$ cat config.mk
export PLATFORM = sky130hd
export DESIGN_NAME = simple_spi_slave
export DESIGN_NICKNAME = d
export VERILOG_FILES = /design/src/rtl/spi_pkg.sv /design/src/rtl/spi_sync_edge.sv /design/src/rtl/simple_spi_slave.sv
export SDC_FILE = /design/constraint.sdc
export NUM_CORES = 1
export LEC_CHECK = 0
export BUFFER_PORTS_ARGS = -buffer_cell sky130_fd_sc_hd__buf_2
export CORE_MARGIN = 10
export CORE_UTILIZATION = 35
export DETAILED_ROUTE_END_ITERATION = 10
export GPL_TIMING_DRIVEN = 0
export SETUP_SLACK_MARGIN = 0.1
export SLEW_MARGIN = 20
export SYNTH_ARGS = -nofsm -noshare
export SYNTH_HDL_FRONTEND = slang
export SYNTH_SLANG_ARGS = --single-unit
$ cat constraint.sdc
create_clock -name clk -period 1.4 [get_ports clk]
set_input_delay 0.28 -clock clk [delete_from_list [all_inputs] [get_ports clk]]
set_output_delay 0.28 -clock clk [all_outputs]
set_load 0.05 [all_outputs]
$ cat src/rtl/spi_pkg.sv
// Shared SPI definitions: frame width, bit-counter width, FSM encoding and the
// default byte returned when no TX byte is pending.
package spi_pkg;

   localparam int unsigned SPI_FRAME_BITS = 8;
   localparam int unsigned SPI_CNT_W      = $clog2(SPI_FRAME_BITS);

   localparam logic [SPI_FRAME_BITS-1:0] SPI_TX_IDLE_BYTE = 8'hFF;

   typedef enum logic {
      ST_IDLE   = 1'b0,
      ST_ACTIVE = 1'b1
   } spi_state_e;

endpackage : spi_pkg

$ cat src/rtl/spi_sync_edge.sv
// Multi-stage synchroniser plus history flop; flags single-cycle rise/fall
// pulses from the compare of the last stage with the history flop.
module spi_sync_edge #(
   parameter int unsigned SYNC_STAGES = 2,
   parameter logic        RESET_VAL   = 1'b0
) (
   input  logic clk,
   input  logic reset_n,
   input  logic din,
   output logic level,
   output logic rise_c,
   output logic fall_c
);

   logic [SYNC_STAGES-1:0] sync_q;
   logic                   hist_q;

   always_ff @(posedge clk or negedge reset_n) begin
      if (!reset_n) begin
         sync_q <= {SYNC_STAGES{RESET_VAL}};
         hist_q <= RESET_VAL;
      end else begin
         sync_q <= {sync_q[SYNC_STAGES-2:0], din};
         hist_q <= sync_q[SYNC_STAGES-1];
      end
   end

   assign level  = sync_q[SYNC_STAGES-1];
   assign rise_c = level & ~hist_q;
   assign fall_c = ~level & hist_q;

endmodule : spi_sync_edge

$ cat src/rtl/simple_spi_slave.sv
// SPI mode-0 responder: 8-bit MSB-first frames, pins oversampled in the clk domain.
// Sticky RX overrun flag is built only when SIMPLE_SPI_SLAVE_OVERRUN_EN is defined.
module simple_spi_slave
   import spi_pkg::*;
#(
   parameter logic [SPI_FRAME_BITS-1:0] TX_IDLE_BYTE = SPI_TX_IDLE_BYTE,
   parameter int unsigned               SYNC_STAGES  = 2
) (
   input  logic                      clk,
   input  logic                      reset_n,
   input  logic                      spi_clk,
   input  logic                      spi_cs_n,
   input  logic                      spi_mosi,
   output logic                      spi_miso,
   output logic                      spi_miso_oe,
   input  logic [SPI_FRAME_BITS-1:0] tx_data,
   input  logic                      tx_load,
   output logic                      tx_empty,
   output logic [SPI_FRAME_BITS-1:0] rx_data,
   output logic                      rx_valid,
   input  logic                      rx_ack,
   output logic                      overrun,
   output logic                      selected
);

   localparam int unsigned FB = SPI_FRAME_BITS;

   // Reset asserts asynchronously, releases on a clk edge.
   logic [1:0] rst_sync_q;
   logic       rst_n;

   always_ff @(posedge clk or negedge reset_n) begin
      if (!reset_n) rst_sync_q <= 2'b00;
      else          rst_sync_q <= {rst_sync_q[0], 1'b1};
   end
   assign rst_n = rst_sync_q[1];

   logic sclk_unused, sclk_rise, sclk_fall, cs_fall, cs_rise;

   spi_sync_edge #(.SYNC_STAGES(SYNC_STAGES), .RESET_VAL(1'b0)) u_sclk_sync (
      .clk    (clk),
      .reset_n(rst_n),
      .din    (spi_clk),
      .level  (sclk_unused),
      .rise_c (sclk_rise),
      .fall_c (sclk_fall)
   );

   // Chip select is synchronised inverted so that the last stage is 'selected'.
   spi_sync_edge #(.SYNC_STAGES(SYNC_STAGES), .RESET_VAL(1'b0)) u_cs_sync (
      .clk    (clk),
      .reset_n(rst_n),
      .din    (~spi_cs_n),
      .level  (selected),
      .rise_c (cs_fall),
      .fall_c (cs_rise)
   );

   logic [SYNC_STAGES-1:0] mosi_q;
   logic                   mosi_s;

   always_ff @(posedge clk or negedge rst_n) begin
      if (!rst_n) mosi_q <= '0;
      else        mosi_q <= {mosi_q[SYNC_STAGES-2:0], spi_mosi};
   end
   assign mosi_s = mosi_q[SYNC_STAGES-1];

   spi_state_e             state_q, state_n;
   logic [SPI_CNT_W-1:0]   bit_cnt_q, bit_cnt_n;
   logic [FB-1:0]          tx_shift_q, tx_shift_n;
   logic [FB-1:0]          rx_shift_q, rx_shift_n;
   logic [FB-1:0]          hold_q, hold_n;
   logic [FB-1:0]          rx_data_n, rx_word, reload_byte;
   logic                   tx_empty_n, rx_valid_n, miso_n, oe_n;
   logic                   reload, byte_done;

   assign rx_word     = {rx_shift_q[FB-2:0], mosi_s};
   assign reload_byte = tx_empty ? TX_IDLE_BYTE : hold_q;

   always_comb begin
      state_n    = state_q;
      bit_cnt_n  = bit_cnt_q;
      tx_shift_n = tx_shift_q;
      rx_shift_n = rx_shift_q;
      hold_n     = hold_q;
      tx_empty_n = tx_empty;
      miso_n     = spi_miso;
      oe_n       = spi_miso_oe;
      reload     = 1'b0;
      byte_done  = 1'b0;

      case (state_q)
         ST_IDLE: begin
            oe_n      = 1'b0;
            bit_cnt_n = '0;
            if (cs_fall) begin
               state_n    = ST_ACTIVE;
               reload     = 1'b1;
               tx_shift_n = reload_byte;
               miso_n     = reload_byte[FB-1];
               oe_n       = 1'b1;
            end
         end
         ST_ACTIVE: begin
            // A deselect in the same cycle as an SCLK edge swallows the edge.
            if (cs_rise) begin
               state_n   = ST_IDLE;
               oe_n      = 1'b0;
               bit_cnt_n = '0;
            end else if (sclk_rise) begin
               rx_shift_n = rx_word;
               if (bit_cnt_q == SPI_CNT_W'(FB - 1)) begin
                  byte_done  = 1'b1;
                  reload     = 1'b1;
                  bit_cnt_n  = '0;
                  tx_shift_n = reload_byte;
               end else begin
                  bit_cnt_n  = bit_cnt_q + SPI_CNT_W'(1);
                  tx_shift_n = {tx_shift_q[FB-2:0], 1'b0};
               end
            end else if (sclk_fall) begin
               miso_n = tx_shift_q[FB-1];
            end
         end
      endcase

      // Reload consumes the old holding value; a same-cycle load becomes pending.
      if (reload)  tx_empty_n = 1'b1;
      if (tx_load) begin
         hold_n     = tx_data;
         tx_empty_n = 1'b0;
      end

      rx_valid_n = byte_done | (rx_valid & ~rx_ack);
      rx_data_n  = byte_done ? rx_word : rx_data;
   end

   always_ff @(posedge clk or negedge rst_n) begin
      if (!rst_n) begin
         state_q     <= ST_IDLE;
         bit_cnt_q   <= '0;
         tx_shift_q  <= '0;
         rx_shift_q  <= '0;
         hold_q      <= '0;
         tx_empty    <= 1'b1;
         rx_data     <= '0;
         rx_valid    <= 1'b0;
         spi_miso    <= 1'b0;
         spi_miso_oe <= 1'b0;
      end else begin
         state_q     <= state_n;
         bit_cnt_q   <= bit_cnt_n;
         tx_shift_q  <= tx_shift_n;
         rx_shift_q  <= rx_shift_n;
         hold_q      <= hold_n;
         tx_empty    <= tx_empty_n;
         rx_data     <= rx_data_n;
         rx_valid    <= rx_valid_n;
         spi_miso    <= miso_n;
         spi_miso_oe <= oe_n;
      end
   end

`ifdef SIMPLE_SPI_SLAVE_OVERRUN_EN
   logic overrun_n;

   always_comb begin
      overrun_n = overrun;
      if (byte_done && rx_valid && !rx_ack) overrun_n = 1'b1;
      else if (rx_ack)                      overrun_n = 1'b0;
   end

   always_ff @(posedge clk or negedge rst_n) begin
      if (!rst_n) overrun <= 1'b0;
      else        overrun <= overrun_n;
   end
`else
   assign overrun = 1'b0;
`endif

endmodule : simple_spi_slave

==> results.cfg <==
[outcome]
status = finished, final reports clean

[setup_path]
crit_type = flop to flop
critPathSlowestCell = dfrtp_1
critPathLaunchType = flop
crit_chain = ha_2 > ha_4 > nand4_4 > mux2_4
crit_fanout = 10
arrival_ns = 1.59
crit_path_end_kind = flop
required_ns = 1.60
critPathMaxStageDelay_ns = 0.37

[routing]
first_pass_iters = 2
dr_wl_met2_mm = 1.75
drc_errors = 0
drtIter0Drc = 46
vias = 1228
wl_per_cell_um = 13.7
via_per_inst = 4.69
routed_wl_mm = 3.58
drtAntennaViolNets = 0
topRoutingLayerUsed = met4
wl_met1_mm = 1.58
wl_met3_um = 217

[synth]
syn_area_mm2 = 0.00195
synth_compound_area_frac = 0.0706
avgSynthCellArea_um2 = 13.1
synthTopCellsByArea = dfrtp_1, mux2_2, o21ai_0
ys_seq_elements = 49
yosys.area.top_type_share = 0.616
synth_seq_area_share = 0.629
ys_types = 28
synth-edff-count = 0
synth_area_leader_cell = dfrtp_1
synth_fp_nets = 166
synth_top_family_by_area = multiplexers
synthArstFlopShare = 1.00
yosys.area_share.simple = 0.111
synthCells = 149
synth_flop_cell = dfrtp_1
synthAdderAreaFrac = 0.0128
ys_warn_count = 0
yosys-mux-area-fraction = 0.149
synth_xor_area_frac = 0

[sta]
fin_worst_skew_ns = 0.00435
fmax_mhz = 719
rsz0062_at_grt = true
worst_pin_slew_ns = 0.596
max_slew_margin = 0.603
setup_viol = 0
setup_slack_ns = 0.0101
period_share = 0.993
period_needed_ns = 1.39
finalSetupTns_ns = 0
hold_violations = 0
finalMaxSlewViolations = 0

[global_routing]
grt_max_degree = 48
grt_pass1_wl_mm = 5.99
antenna_found_initial = 0
grt_overflow = 0
grt_pass1_vias = 1281
grt_usage = 0.0854

[clock_tree]
cts_root_buf = clkbuf_8
clkSlewWorstSetupHoldPaths_ns = 0.09
cts_buffers = 5
clk_latency_ns = 0.31
numClockSinks = 49
cts_tree = done
clockBufferDepth = 2
htree_levels = 2

[cells_and_area]
fillerInstances = 519
final_cell_mix = dfrtp_1, buf_2, mux2_2, nand2_1, nor2_1
areaGrowthSynthToFinish_pct = 27.6
mostFrequentLayoutCell = dfrtp_1
n_antenna_cell = 0
final_util = 0.455
nNetsFinal = 206
drive_above_1_share = 0.516

[floorplan]
die_area_mm2 = 0.00896
fp.coreArea_mm2 = 0.00547
die_height_um = 94.7
std_cell_rows = 27
start_util = 0.356
num_io_pins = 29
die_w_um = 94.7

[power_and_ir_drop]
power_mw = 3.61
leakagePower_nw = 1.19
p_per_area_mw_per_mm2 = 1450
peakVddDrop_uv = 651

[hold_path]
min_path_type = input pin to flop

[placed_design]
dp_slack_ns = -0.0238
portBuffers = 26
globalplace.congestion = 0.701
dpl.hpwl_mm = 2.41

[run]
cap_violations = 0
## per-stage QoR
stage | instance area (um^2) | hold slack, ns | instances
after floorplan | 1980 | -0.0156 | 149
after global placement | 2200 | 0.0663 | 247
after detailed placement | 2200 | 0.0665 | 247
after CTS | 2430 | 0.0609 | 260
after global routing | 2490 | 0.0537 | 262
final | 2490 | 0.0717 | 262
## kinds of logic after synthesis
logic type / Yosys count
fa+ha+maj: 2
flops: 49
other cells: 2
buf+inv: 8
simple gates: 39
compound gates: 23
mux: 26
## registers in the layout (all words and copies together), names as in the netlist
signal and flops:
mosi_q 2, tx_empty 1, rst_sync_q 2, u_cs_sync.sync_q 2, tx_shift_q 8, state_q 1
rx_valid 1, rx_data 8, rx_shift_q 7, spi_miso 1, bit_cnt_q 3, hold_q 8
u_cs_sync.hist_q 1, u_sclk_sync.hist_q 1, u_sclk_sync.sync_q 2, spi_miso_oe 1
## final timing paths
kind | start | end | slack (ns) | cells past startpoint
min reg2reg | rst_sync_q[1] | u_cs_sync.sync_q[0] | 0.34 | 0
min | spi_mosi | mosi_q[0] | 0.07 | 1
max in group asynchronous | rst_sync_q[1] | u_cs_sync.hist_q | 0.64 | 0
max reg2reg | bit_cnt_q[1] | rx_data[4] | 0.01 | 4
min in group asynchronous | reset_n | rst_sync_q[1] | 0.28 | 2
max | bit_cnt_q[1] | rx_data[4] | 0.01 | 4
## worst max-delay path: cells and delay by family (launching register included)
kind | cells | cell delay (ns)
DFF | 1 | 0.37
muxes | 1 | 0.36
adders and majority gates | 2 | 0.35
and+or+nand+nor | 1 | 0.20
## layout make-up
class / instances / area (um^2) / share of cell area
inverter: 2 / 7.51 / 0.00302
clock inverter: 3 / 68.8 / 0.0277
buffer: 6 / 50.0 / 0.0201
timing repair buffer: 33 / 199 / 0.0799
multi-input combinational: 92 / 771 / 0.310
tap: 72 / 90.1 / 0.0362
clock buffer: 5 / 68.8 / 0.0277
sequential: 49 / 1230 / 0.496
## repair_timing
action,4_1_cts,5_1_grt
endpoints found under the hold margin,2,0
gates resized for setup,17,10
setup endpoints to repair,25,28
cloned,1,0
setup buffers,3,2
pin swaps,7,3
hold buffers,1,0
## cells in the mapped netlist, types with 2 or more instances
cell,number
dfrtp_1,48
clkbuf_1,2
nor2_1,11
nand2b_1,3
conb_1,2
mux2i_1,2
a21oi_1,2
nand2_1,17
inv_1,2
ha_1,2
o21ai_0,16
mux2_2,24
o21ai_1,2
buf_4,2
## layer usage
metal / up-vias / GRT usage
li1: 585 / -
met5: - / 0
met3: 6 / 0.0381
met2: 24 / 0.131
met4: 0 / 0.0374
met1: 613 / 0.102
## report_power, final
| part | switching [mW] | internal [mW] | leakage (nW) |
|---|---|---|---|
| Combinational | 0.285 | 0.285 | 0.518 |
| Clock | 0.503 | 0.719 | 0.0687 |
| Sequential | 0.172 | 1.65 | 0.608 |
No activity file was read; power rests on OpenSTA's default activity.
